## config.mk

```make
export PLATFORM = sky130hd
export DESIGN_NAME = bidcount_monitor
export DESIGN_NICKNAME = d
export VERILOG_FILES = /design/src/rtl/bidcount_monitor.sv
export SDC_FILE = /design/constraint.sdc
export NUM_CORES = 1
export LEC_CHECK = 0
export ABC_AREA = 1
export BUFFER_PORTS_ARGS = -buffer_cell sky130_fd_sc_hd__buf_2
export CORE_MARGIN = 2
export CORE_UTILIZATION = 25
export CTS_CLUSTER_DIAMETER = 80
export DETAILED_ROUTE_END_ITERATION = 12
export GPL_ROUTABILITY_DRIVEN = 0
export HOLD_SLACK_MARGIN = 0.15
export MAX_ROUTING_LAYER = met4
export PLACE_DENSITY_LB_ADDON = 0.3
export SLEW_MARGIN = 20
export SYNTH_ARGS = -nofsm -noshare
export SYNTH_HDL_FRONTEND = slang
export SYNTH_SLANG_ARGS = --single-unit
```

## constraint.sdc

```tcl
create_clock -name clk -period 2.8 [get_ports clk]
set_input_delay 0.7 -clock clk [delete_from_list [all_inputs] [get_ports clk]]
set_output_delay 0.7 -clock clk [all_outputs]
set_load 0.02 [all_outputs]
```

## src/rtl/bidcount_monitor.sv

```systemverilog
// bidcount_monitor
// Passive checker for a bidirectional counter's count bus. Infers the
// counting direction from successive samples, locks after LOCK_LEN
// consistent steps, then counts wraps, flags reversals and flags illegal
// steps (stall/jump), dropping back to acquisition on an error.
//
// Ports:
//   clk       - clock, all state on rising edge
//   reset_n   - asynchronous active-low reset
//   sample    - count_in is accepted this cycle; state holds when low
//   count_in  - observed counter value (WIDTH bits)
//   locked    - direction established
//   dir       - 1 = up, 0 = down (valid while locked)
//   rev       - one-cycle pulse on an accepted reversal while locked
//   err       - one-cycle pulse on an illegal step while locked
//   err_cnt   - saturating error count
//   wrap_cnt  - wrap count, modulo 256
module bidcount_monitor #(
  parameter int WIDTH    = 4,
  parameter int LOCK_LEN = 3
) (
  input  logic             clk,
  input  logic             reset_n,
  input  logic             sample,
  input  logic [WIDTH-1:0] count_in,
  output logic             locked,
  output logic             dir,
  output logic             rev,
  output logic             err,
  output logic [7:0]       err_cnt,
  output logic [7:0]       wrap_cnt
);

  typedef enum logic [1:0] {S_IDLE, S_ACQ, S_LOCKED} state_t;

  localparam logic [WIDTH-1:0] MAXV = '1;
  localparam logic [WIDTH-1:0] ONE  = WIDTH'(1);
  localparam logic [3:0]       LOCK = 4'(LOCK_LEN);

  state_t           state_q, state_d;
  logic [WIDTH-1:0] prev_q, prev_d;
  logic [3:0]       run_q, run_d;
  logic             run_dir_q, run_dir_d;
  logic             dir_q, dir_d;
  logic             locked_q, locked_d;
  logic             rev_q, rev_d;
  logic             err_q, err_d;
  logic [7:0]       err_cnt_q, err_cnt_d;
  logic [7:0]       wrap_cnt_q, wrap_cnt_d;

  logic [WIDTH-1:0] delta;
  logic             is_up, is_dn, is_step, crosses;
  logic [3:0]       run_nxt;

  assign delta   = count_in - prev_q;
  assign is_up   = (delta == ONE);
  assign is_dn   = (delta == MAXV);
  assign is_step = is_up | is_dn;
  // Boundary crossing in either direction, regardless of locked dir.
  assign crosses = (is_up && prev_q == MAXV) || (is_dn && prev_q == '0);

  always_comb begin
    state_d    = state_q;
    prev_d     = prev_q;
    run_d      = run_q;
    run_dir_d  = run_dir_q;
    dir_d      = dir_q;
    locked_d   = locked_q;
    rev_d      = 1'b0;
    err_d      = 1'b0;
    err_cnt_d  = err_cnt_q;
    wrap_cnt_d = wrap_cnt_q;
    run_nxt    = 4'd0;

    if (sample) begin
      prev_d = count_in;
      case (state_q)
        S_IDLE: begin
          // First sample only seeds prev; there is no step to judge yet.
          state_d = S_ACQ;
          run_d   = 4'd0;
        end
        S_ACQ: begin
          if (is_step) begin
            // run==0 marks "no direction yet" (fresh entry or after stall/jump).
            if (run_q == 4'd0 || run_dir_q != is_up) run_nxt = 4'd1;
            else                                    run_nxt = run_q + 4'd1;
            run_d     = run_nxt;
            run_dir_d = is_up;
            if (run_nxt == LOCK) begin
              state_d  = S_LOCKED;
              dir_d    = is_up;
              locked_d = 1'b1;
              run_d    = 4'd0;
            end
          end else begin
            // Irregular steps during acquisition are expected, not errors.
            run_d = 4'd0;
          end
        end
        S_LOCKED: begin
          if (is_step) begin
            if (is_up != dir_q) begin
              dir_d = is_up;
              rev_d = 1'b1;
            end
            if (crosses) wrap_cnt_d = wrap_cnt_q + 8'd1;
          end else begin
            err_d    = 1'b1;
            locked_d = 1'b0;
            state_d  = S_ACQ;
            run_d    = 4'd0;
            if (err_cnt_q != 8'hFF) err_cnt_d = err_cnt_q + 8'd1;
          end
        end
        default: state_d = S_IDLE;
      endcase
    end
  end

  always_ff @(posedge clk or negedge reset_n) begin
    if (!reset_n) begin
      state_q    <= S_IDLE;
      prev_q     <= '0;
      run_q      <= 4'd0;
      run_dir_q  <= 1'b0;
      dir_q      <= 1'b0;
      locked_q   <= 1'b0;
      rev_q      <= 1'b0;
      err_q      <= 1'b0;
      err_cnt_q  <= 8'd0;
      wrap_cnt_q <= 8'd0;
    end else begin
      state_q    <= state_d;
      prev_q     <= prev_d;
      run_q      <= run_d;
      run_dir_q  <= run_dir_d;
      dir_q      <= dir_d;
      locked_q   <= locked_d;
      rev_q      <= rev_d;
      err_q      <= err_d;
      err_cnt_q  <= err_cnt_d;
      wrap_cnt_q <= wrap_cnt_d;
    end
  end

  assign locked   = locked_q;
  assign dir      = dir_q;
  assign rev      = rev_q;
  assign err      = err_q;
  assign err_cnt  = err_cnt_q;
  assign wrap_cnt = wrap_cnt_q;

endmodule

```

# Yosys cells after proc, flatten, opt, wreduce, memory -nomap -nowiden
# Cells that the tools add are included.
[classes] n_eq_ne=14 reduce_logical=16 mux=28 n_addsub=4 bitwise_logic=2
[op_table] op="two-way mux 4 bit" n=7
[op_table] op="adder 8 x 1 -> 8 bit, second input constant" n=2
[op_table] op="two-way mux 1 bit" n=14
[op_table] op="case mux 4 bit (3 select lines)" n=1
[op_table] op="AND reduction 4 bit" n=3
[op_table] op="inequality test 2 bit, second input constant" n=5
[op_table] op="== test 4 bit, second input constant" n=2
[op_table] op="zero test 4 bit" n=2
[op_table] op="inequality test 8 bit, second input constant" n=1
[op_table] op="two-way mux 2 bit" n=3
[op_table] op="case mux 2 bit (3 select lines)" n=1
[op_table] op="AND reduction 3 bit" n=2
[op_table] op="AND reduction 6 bit" n=1
[op_table] op="AND reduction 5 bit" n=1
[op_table] op="adder 4 x 1 -> 4 bit, second input constant" n=1
[op_table] op="== test 4 x 1 -> 1 bit, second input constant" n=1
[op_table] op="== test 4 x 2 -> 1 bit, second input constant" n=1
[op_table] op="case mux 1 bit (2 select lines)" n=2
[op_table] op="subtractor 4 bit" n=1
[op_table] op="nonzero test 3 bit" n=1
[op_table] op="== test 2 x 1 -> 1 bit, second input constant" n=1
[op_table] op="== test 2 bit, second input constant" n=1
[op_table] op="logical AND 1 bit" n=2
[op_table] op="zero test 2 bit" n=1
[op_table] op="5 further kinds" n=7
[word_totals] word_cells=74 input_bits=7 output_inout_bits=20 ff_bits=31

# Logic depth before layout (Yosys ltp)
# Gate-level depths: netlist of the first run.
[depth] depth_word=12 depth_mapped=17 depth_no_buf=17

# Worst setup path after synthesis of the first run
# No wires, ideal clock.
[synth_path] path_type="input -> register" start="input count_in[0]" end="register err_cnt_q[1], in the netlist err_cnt[1]" arrival_ps=2479 setup_ps=125 required_time_ps=2675 setup_slack_ps=197 n_path_buf=0 path_stages=11 cell_sequence="inv_1 > ha_1 > inv_1 > fa_1 > or2_1 > nor2_2 > nand2_4 > nand2_4 > clkinv_2 > nand3_4 > mux2_2"
[synth_between] elab_chain_len=5 elab_cells_between_ends=6 classes_between="add/sub (1); eq/ne (2); bitwise (2); reduce/logical (1)"
[synth_rtl] item="from (decl)" line="25" rtl="input logic [WIDTH-1:0] count_in,"
[synth_rtl] item="subtractor 4 bit (*)" line="55" rtl="assign delta = count_in - prev_q;"
[synth_rtl] item="== test 4 x 1 -> 1 bit / == test 4 bit (equally long branches)" line="56, 57"
[synth_rtl] item="OR 1 bit (*)" line="58" rtl="assign is_step = is_up | is_dn;"
[synth_rtl] item="inverter 1 bit (no source line) (*)"
[synth_rtl] item="AND reduction 4 bit (no source line) (*)"
[synth_rtl] item="to (signal assigned)" line="142" rtl="err_cnt_q <= err_cnt_d;"
[synth_rtl] item="to (decl)" line="48" rtl="logic [7:0] err_cnt_q, err_cnt_d;"
# Mark *: on every way between the ends. The rest lies on a longest branch, timed or not.
# A chain may end at the register's enable or synchronous reset.

# Worst setup path in the final report of the first run
[layout_path] start="input count_in[0]" end="register wrap_cnt_q[4], in the netlist wrap_cnt[4]"
[layout_between] elab_chain_len=5 elab_cells_between_ends=8 classes_between="add/sub (1); eq/ne (2); bitwise (1); reduce/logical (4)"
[layout_rtl] item="subtractor 4 bit (*)" line="55"
[layout_rtl] item="== test 4 x 1 -> 1 bit / == test 4 bit (equally long branches)" line="56, 57"
[layout_rtl] item="logical AND 1 bit" line="60" rtl="assign crosses = (is_up && prev_q == MAXV) || (is_dn && prev_q == '0);"
[layout_rtl] item="logical OR 1 bit" line="60"
[layout_rtl] item="AND reduction 4 bit (no source line) (*)"
[layout_rtl] item="to (signal assigned)" line="143" rtl="wrap_cnt_q <= wrap_cnt_d;"
[layout_rtl] item="to (decl)" line="49" rtl="logic [7:0] wrap_cnt_q, wrap_cnt_d;"
# Marked as above.

==> results by stage, run 1 <==
Logic synthesis:
- The number of distinct standard cells referenced by the synthesized netlist is 30.
- The sequential-to-total area share from yosys stat is 43.6%.
- The synthesized net count is 217.
- A synthesized cell averages 8.81 um^2.
- The leading register cell type out of synthesis is sky130_fd_sc_hd__dfrtp_1.
- The flop and latch count out of synthesis is 31.
- After technology mapping, the gate count stands at 202.
- Sorting the synthesized cells by how often they occur yields sky130_fd_sc_hd__nand2_1 (39), sky130_fd_sc_hd__dfrtp_1 (31), sky130_fd_sc_hd__inv_1 (23).
- By area the synthesized netlist is led by sky130_fd_sc_hd__dfrtp_1 (44%), sky130_fd_sc_hd__nand2_1 (8.2%), sky130_fd_sc_hd__ha_1 (4.9%).
- In this run, synthesis inferred 0 flip-flops with an integrated enable.
- By instance count, the leading cell after synthesis is sky130_fd_sc_hd__nand2_1.
- The yosys synthesis warning count is 0.
- Summed over its instances, the top area cell type makes up 43.6% of the synthesized netlist area.
- For this run, asynchronously set or reset flops after synthesis account for 100%.
- The biggest area contributor in the post-synthesis netlist is sky130_fd_sc_hd__dfrtp_1.
- The post-synthesis instance area is 1780 um^2.

Place:
- The placed cell area is 2060 um^2.
- Port buffering added 26 buffers.
- The cell count after placement is 327.
- Once detailed placement completed, the half-perimeter wirelength came to 2740 um.

STA:
- Setup repair after global routing left no endpoint under its margin.
- The timing-limited maximum frequency is 399 MHz.
- The transition time at the pin with the least slew margin is 720 ps.
- The worst clock skew on the final layout is 5.51 ps.
- The final cycle utilization of the critical path is 89.5%.
- The routed design could run at a clock period as short as 2510 ps.
- The final-report setup violation count is 0.
- The final total negative setup slack is 0 ps.
- The worst max-slew margin expressed relative to the limit is 52.0%.
- The number of failing hold endpoints at the final stage was 0.
- The count of final max-slew check failures came to 0.

Floorplanning:
- The number of top-level pins is 27.
- The initial cell density of the core is 26.1%.
- The floorplan step set the die height to 88.4 um.
- The standard-cell row count is 30.
- The die covers 7810 um^2.
- The die outline width is 88.4 um.
- The placeable core region is 6830 um^2.

Drt:
- Detailed routing inserted a total of 1423 vias.
- Dividing the detail-routed wire length by the instance count gives 10.6 um.
- The count of nets left with antenna violations once routing finished came out at 0.
- Using the TritonRoute via totals, the vias-per-cell ratio works out to 4.25.
- For this run, design rule violations remaining after detail routing come to 0.
- After the first detailed-routing iteration, the DRC count stood at 56.
- The detailed-routing iteration count for the pre-antenna-repair pass is 4.
- The routed design has 3550 um of wire.

Power:
- The power per unit of standard cell area is 638 nW/um^2.
- For this design the static power due to leakage is 1.09 nW.
- The fraction of power consumed by the clock network is 28.2%.
- In this run the power spent charging and discharging nets is 0.000491 W.
- The power after layout is 0.00138 W.
- In this run switching power makes up 35.7% of total power.
- The internal portion of the total power is 0.000885 W.
- Per report_power, the sequential group accounts for 41.2% of the total.
- Of the total power, combinational logic draws 30.6%.
- The worst-case IR drop observed on VDD is 0.415 mV.

Global route:
- The wire length of the first global-routing pass is 6160 um.
- The total congestion overflow after global routing is 0.
- The via count of the first global-routing pass is 1358.
- The number of antenna violations at the first check in global routing is 0.
- The pin count of the biggest net entering global routing is 32.
- Global routing used 10.5% of the available tracks.

Layout:
- The layout filler cell count is 768.
- The register cell area after layout is 776 um^2.
- The area added between synthesis and finish is 21.1%.
- After the flow finishes, the layout carries non-filler instances totaling 335.
- The number of nets in the finished design is 253.
- The final cell area excluding filler cells is 2160 um^2.
- The area of the multi-input gates is 890 um^2.
- In the final layout, the share of cells above drive strength 1 is 26.8%.
- The repair_antennas step left the layout with diodes totalling 0.

Flow run:
- The total of max-cap violations is 0.

Worst setup path:
- The signal on the critical path passes through buf_2 > inv_1 > ha_1 > inv_1 > fa_1 > or2_1 > nor2_2 > nand2_4 > o21ai_2 > nand3_4 > inv_2 > nand3_1 > xor2_1.
- The largest driver fanout on the critical path is 6.
- At the worst endpoint, the required time is 2970 ps.
- For this run, the slowest stage of the critical path takes 420 ps.
- The worst setup path is captured at a flip-flop.
- STA puts the critical path data arrival time at 2680 ps.
- The cell type of the slowest stage on the worst timing path is sky130_fd_sc_hd__fa_1.
- The type of the worst setup path is in -> reg.
- The kind of cell adding the most delay to the critical path is simple AND/OR/NAND/NOR gates.
- The buffers plus inverters on the worst setup path is 4.
- STA classifies the critical path startpoint as a primary input.
- By instance count, the cell type seen most on the critical path is sky130_fd_sc_hd__inv_1.

Outcome:
- The run finished with clean final reports.

Clock network:
- The post-cts hold buffer count is 0.
- The count of clock tree sinks is 31.
- The clock tree root buffer cell is sky130_fd_sc_hd__clkbuf_8.
- TritonCTS built the clock tree.
- The clock reaches the later pin of the worst-skew pair after 280 ps.
- The number of levels the H-tree was split into is 2.
- Counting the buffers created by CTS gives 5.
- The clock passes through at most 2 buffers.
- The post-CTS setup-driven buffer insertion count is 0.
- The number of cells upsized or downsized after cts is 0.
- The clock slew seen by the registers of the worst setup and hold paths is 70 ps.

Hold path:
- The tightest min-delay check is of the in -> async type.
## worst paths after layout
path | start | endpoint | slack (ps) | depth (start not counted)
hold / removal | reset_n | prev_q[0] | 470 | 1
setup reg to reg | prev_q[0] | wrap_cnt[4] | 400 | 11
max in group asynchronous | reset_n | err_cnt[0] | 1870 | 1
min in group clk | wrap_cnt[6] | wrap_cnt[6] | 510 | 1
hold reg to reg | wrap_cnt[6] | wrap_cnt[6] | 510 | 1
setup / recovery | count_in[0] | wrap_cnt[4] | 290 | 13
## routing by layer
layer  share of wire [%]  routed length, um  GRT usage (%)
met1                  50               1760           13.2
met2                  45               1610           16.1
met3                 3.4                120           2.80
met4                 1.5                 54           4.13
met5                   0                  0              -
## worst reg2reg max path: cells and delay by family (launching register included)
kind | cells | cell delay [ps]
AOI/OAI and AO/OA | 1 | 240
xor gates and xnor gates | 1 | 140
adders and majority gates | 2 | 610
buffers and inverters | 2 | 170
DFF | 1 | 420
and+or+nand+nor | 5 | 710
## cells by family (layout without fill, tap and decap cells)
group	count (synthesis)	count (layout)	share of synthesized area [%]
DFF	31	31	43.6
adders and majority gates	8	8	6.04
xor gates and xnor gates	17	17	8.36
muxes	1	1	0.632
AOI/OAI and AO/OA	19	19	6.39
and+or+nand+nor	96	96	28.5
buffers and inverters	30	67	6.46
## area by class of cell
type	instances	area share [%]
inverters	29	5.11
repair buffers	30	7.43
multi-input cells	141	41.3
clock buffers	8	4.64
flip-flops and latches	31	36.0
well taps	96	5.57
## power groups by stage
| stage | sequential (W) | clock (W) | combinational, W |
|---|---|---|---|
| global route | 0.000577 | 0.000420 | 0.000470 |
| floorplan | 0.000609 | 0 | 0.000264 |
| finish | 0.000567 | 0.000388 | 0.000421 |
| global placement | 0.000578 | 0 | 0.000425 |
| CTS | 0.000568 | 0.000402 | 0.000427 |
| detailed placement | 0.000576 | 0 | 0.000424 |
## layout by cell type, fill, tap and decap left out, types with 6 or more instances in the layout
cell type	count
sky130_fd_sc_hd__buf_2	26
sky130_fd_sc_hd__clkbuf_8	7
sky130_fd_sc_hd__dfrtp_1	31
sky130_fd_sc_hd__ha_1	7
sky130_fd_sc_hd__inv_1	23
sky130_fd_sc_hd__nand2_1	39
sky130_fd_sc_hd__nand3_1	14
sky130_fd_sc_hd__nand4_1	6
sky130_fd_sc_hd__nor2_1	13
sky130_fd_sc_hd__o21ai_0	9
sky130_fd_sc_hd__xnor2_1	7
sky130_fd_sc_hd__xor2_1	10
## through the flow
| step | hold WS [ps] | utilization [%] | setup slack [ps] |
|---|---|---|---|
| floorplan | 404 | - | 197 |
| global placement | 485 | 30.1 | 0.0890 |
| detailed placement | 498 | 30.1 | -30.3 |
| CTS | 501 | 31.6 | 274 |
| global route | 526 | 31.6 | 136 |
| finish | 474 | 31.6 | 294 |
## flip-flops by register name, summed over array words and instances, names as in the netlist
signal,cells
err_cnt,8
wrap_cnt,8
prev_q,4
run_q,4
state_q,2
dir,1
err,1
locked,1
rev,1
run_dir_q,1
No activity file was read; power rests on OpenSTA's default activity.
==> inputs of run 2 (changes only) <==
--- a/config.mk
+++ b/config.mk
@@ -15,6 +15,7 @@
 export HOLD_SLACK_MARGIN = 0.15
 export MAX_ROUTING_LAYER = met4
 export PLACE_DENSITY_LB_ADDON = 0.3
+export SKIP_LAST_GASP = 1
 export SLEW_MARGIN = 20
 export SYNTH_ARGS = -nofsm -noshare
 export SYNTH_HDL_FRONTEND = slang
==> constraint.sdc (replaced) <==
create_clock -name clk -period 2.4 [get_ports clk]
set_input_delay 0.6 -clock clk [delete_from_list [all_inputs] [get_ports clk]]
set_output_delay 0.6 -clock clk [all_outputs]
set_load 0.005 [all_outputs]
==> run 2 against run 1 <==
- setup slack worse by 220 ps
- register-to-register slack worse by 300 ps
- sequential cell count stayed put
- combinational power grew 16%
- clock power increased by 21%
- routed wire length grew 5.1%
- cell count rose by 2.1%
- highest routed layer unchanged
- sequential share of layout area fell by 2.1 points
- die area did not move
- critical path type unchanged
- largest power group unchanged
- clock skew rose by 1.7 ps
- largest cell class unchanged
- first-iteration DRC count decreased by 3.6%
==> results by stage, run 2 (synthesis gave the netlist of run 1 again) <==
Drt:
- The count of nets left with antenna violations once routing finished came out at 0.
- The overall routed net length is 3730 um.
- For this run, the detailed router's first-pass iteration total came to 4.
- In the routed design, unresolved DRC markers number 0.
- The via total after detailed routing is 1446.
- After detailed routing, the average wire length per cell comes to 10.9 um.
- The average via count per standard cell is 4.23.
- The number of DRC violations after detailed-routing iteration 0 is 54.

Worst setup path:
- The critical path endpoint category is a flip-flop.
- The largest driver fanout on the critical path is 6.
- The worst endpoint required time is 2570 ps.
- By startpoint and endpoint, the worst setup path is classified as in -> reg.
- At the worst endpoint, the arrival time is 2500 ps.
- The startpoint kind of the worst setup timing path is a primary input.

Power:
- The power per unit of standard cell area is 708 nW/um^2.
- Summed over all cells, the static leakage comes to 1.13 nW.
- The maximum ir drop on the vdd rail is 0.383 mV.

Floorplanning:
- The initial cell density of the core is 26.1%.
- The initialized floorplan defines 30 standard-cell rows.
- The die covers 7810 um^2.
- The vertical die dimension is 88.4 um.
- The floorplan step defined a core boundary enclosing 6830 um^2.
- Measured along the x axis, the die boundary spans 88.4 um.
- The number of top-level pins is 27.

STA:
- Based on the critical path, the design can be clocked at up to 431 MHz.
- Setup repair after global routing could not meet its margin everywhere.
- On the final layout, the worst hold slack is 366 ps.
- The worst clock skew on the final layout is 7.20 ps.
- The count of final max-slew check failures is 0.
- The number of failing hold endpoints at the final stage was 0.
- Setup total negative slack on the finished layout was measured at 0 ps.
- Setup violations remaining at the end of the flow were counted as 0.
- The time the worst path needs with I/O delays and setup is 2320 ps.
- The final cycle utilization of the critical path is 96.8%.
- The transition time at the pin with the least slew margin is 728 ps.
- The worst max-slew margin expressed relative to the limit is 51.5%.

Place:
- The count of input and output buffers is 26.
- The placed wire-length estimate is 2830 um.
- The cell count after placement is 333.

Global route:
- The global-route usage over all layers is 11.3%.
- The number of antenna violations at the first check in global routing is 0.
- Entering global routing, the biggest net connects 32 pins.
- The via count of the first global-routing pass is 1420.
- The total congestion overflow after global routing is 0.
- The first global-routing pass estimated 6600 um of wire.

Clock network:
- After clock tree synthesis, the clock-pin slew on the worst setup and hold paths is 70 ps.
- The clock tree root buffer cell is sky130_fd_sc_hd__clkbuf_8.
- After clock tree synthesis, the flow added hold-fix buffers numbering 0.
- The number of levels the H-tree was split into is 2.
- Clock tree synthesis found a total of 31 sinks.
- TritonCTS built the clock tree.
- The buffer levels on the longest clock path is 2.
- The TritonCTS buffer count is 5.
- The latest clock arrival within the worst-skew pair is 290 ps.

Layout:
- The utilization after layout is 33.5%.
- The fraction of final layout cells with drive strength greater than 1 is 33.3%.
- The library cells used most frequently in the layout, excluding fill and tap cells, are sky130_fd_sc_hd__nand2_1 (36), sky130_fd_sc_hd__dfrtp_1 (31), sky130_fd_sc_hd__buf_2 (25), sky130_fd_sc_hd__inv_1 (21), sky130_fd_sc_hd__nand3_1 (12).
- From synthesis to final layout, the design area changed by 28.5%.
- The layout has 761 filler cells.
- Excluding fillers, the count of instances in the completed layout stands at 342.
- 0 antenna diodes ended up in the layout.
- The number of nets in the finished design is 260.
- The most common library cell in the layout ignoring fill and taps is sky130_fd_sc_hd__nand2_1.

Flow run:
- Max-cap violations in this run came to 0.

Outcome:
- The run finished with clean final reports.

Hold path:
- The worst hold path belongs to the class in -> async.
[run 2: cell type report]
| type | count | area [um^2] | share of cell area (%) |
|---|---|---|---|
| Timing Repair Buffer | 37 | 219 | 9.57 |
| Multi-Input combinational cell | 141 | 937 | 41.0 |
| Tap cell | 96 | 120 | 5.25 |
| Clock buffer | 7 | 96.3 | 4.21 |
| Inverter | 29 | 131 | 5.74 |
| Clock inverter | 1 | 7.51 | 0.328 |
| Sequential cell | 31 | 776 | 33.9 |
[run 2: final timing paths]
path	start	to	slack, ps	cells after the start
max	count_in[0]	wrap_cnt[4]	80	15
min	reset_n	prev_q[2]	370	1
max reg2reg	prev_q[0]	wrap_cnt[4]	100	13
min reg2reg	wrap_cnt[6]	wrap_cnt[6]	500	1
max in group asynchronous	reset_n	run_q[2]	1560	1
min in group clk	wrap_cnt[6]	wrap_cnt[6]	500	1
[run 2: repair_timing]
action | 4_1_cts | 5_1_grt
setup endpoints to repair | 4 | 17
resized for setup | 3 | 8
pin swaps | 5 | 4
setup buffers | 1 | 0
gates cloned | 0 | 0
[run 2: layer usage]
| metal | vias to the layer above | routed length, um | global-route usage (%) |
|---|---|---|---|
| met5 | - | 0 | - |
| met4 | 0 | 72 | 4.55 |
| met2 | 21 | 1750 | 17.7 |
| met3 | 6 | 167 | 3.54 |
| li1 | 736 | - | - |
| met1 | 683 | 1740 | 13.5 |
[run 2: critical path: stages]
cell,delay [ps]
sky130_fd_sc_hd__buf_6,110
sky130_fd_sc_hd__inv_12,40
sky130_fd_sc_hd__ha_4,110
sky130_fd_sc_hd__inv_2,40
sky130_fd_sc_hd__fa_1,430
sky130_fd_sc_hd__or2_1,250
sky130_fd_sc_hd__nor2_2,150
sky130_fd_sc_hd__nand2_4,120
sky130_fd_sc_hd__nand2_4,110
sky130_fd_sc_hd__nand2_4,70
sky130_fd_sc_hd__inv_4,70
sky130_fd_sc_hd__nand3_4,80
sky130_fd_sc_hd__inv_4,100
sky130_fd_sc_hd__nand3_2,60
sky130_fd_sc_hd__xor2_1,140
[run 2: metrics by stage]
step	setup WS (ps)	instance area, um^2	total power [W]
2_1_floorplan	-0.463	1820	0.000978
5_1_grt	-63.7	2290	0.00174
6_report	77.8	2290	0.00162
4_1_cts	25.6	2270	0.00163
3_5_place_dp	-331	2140	0.00115
3_3_place_gp	-283	2140	0.00115
[run 2: where the power goes]
group	switching, W	leakage, nW	internal [W]
logic	0.000280	0.668	0.000208
registers	0.0000720	0.406	0.000591
clock network	0.000208	0.0505	0.000261
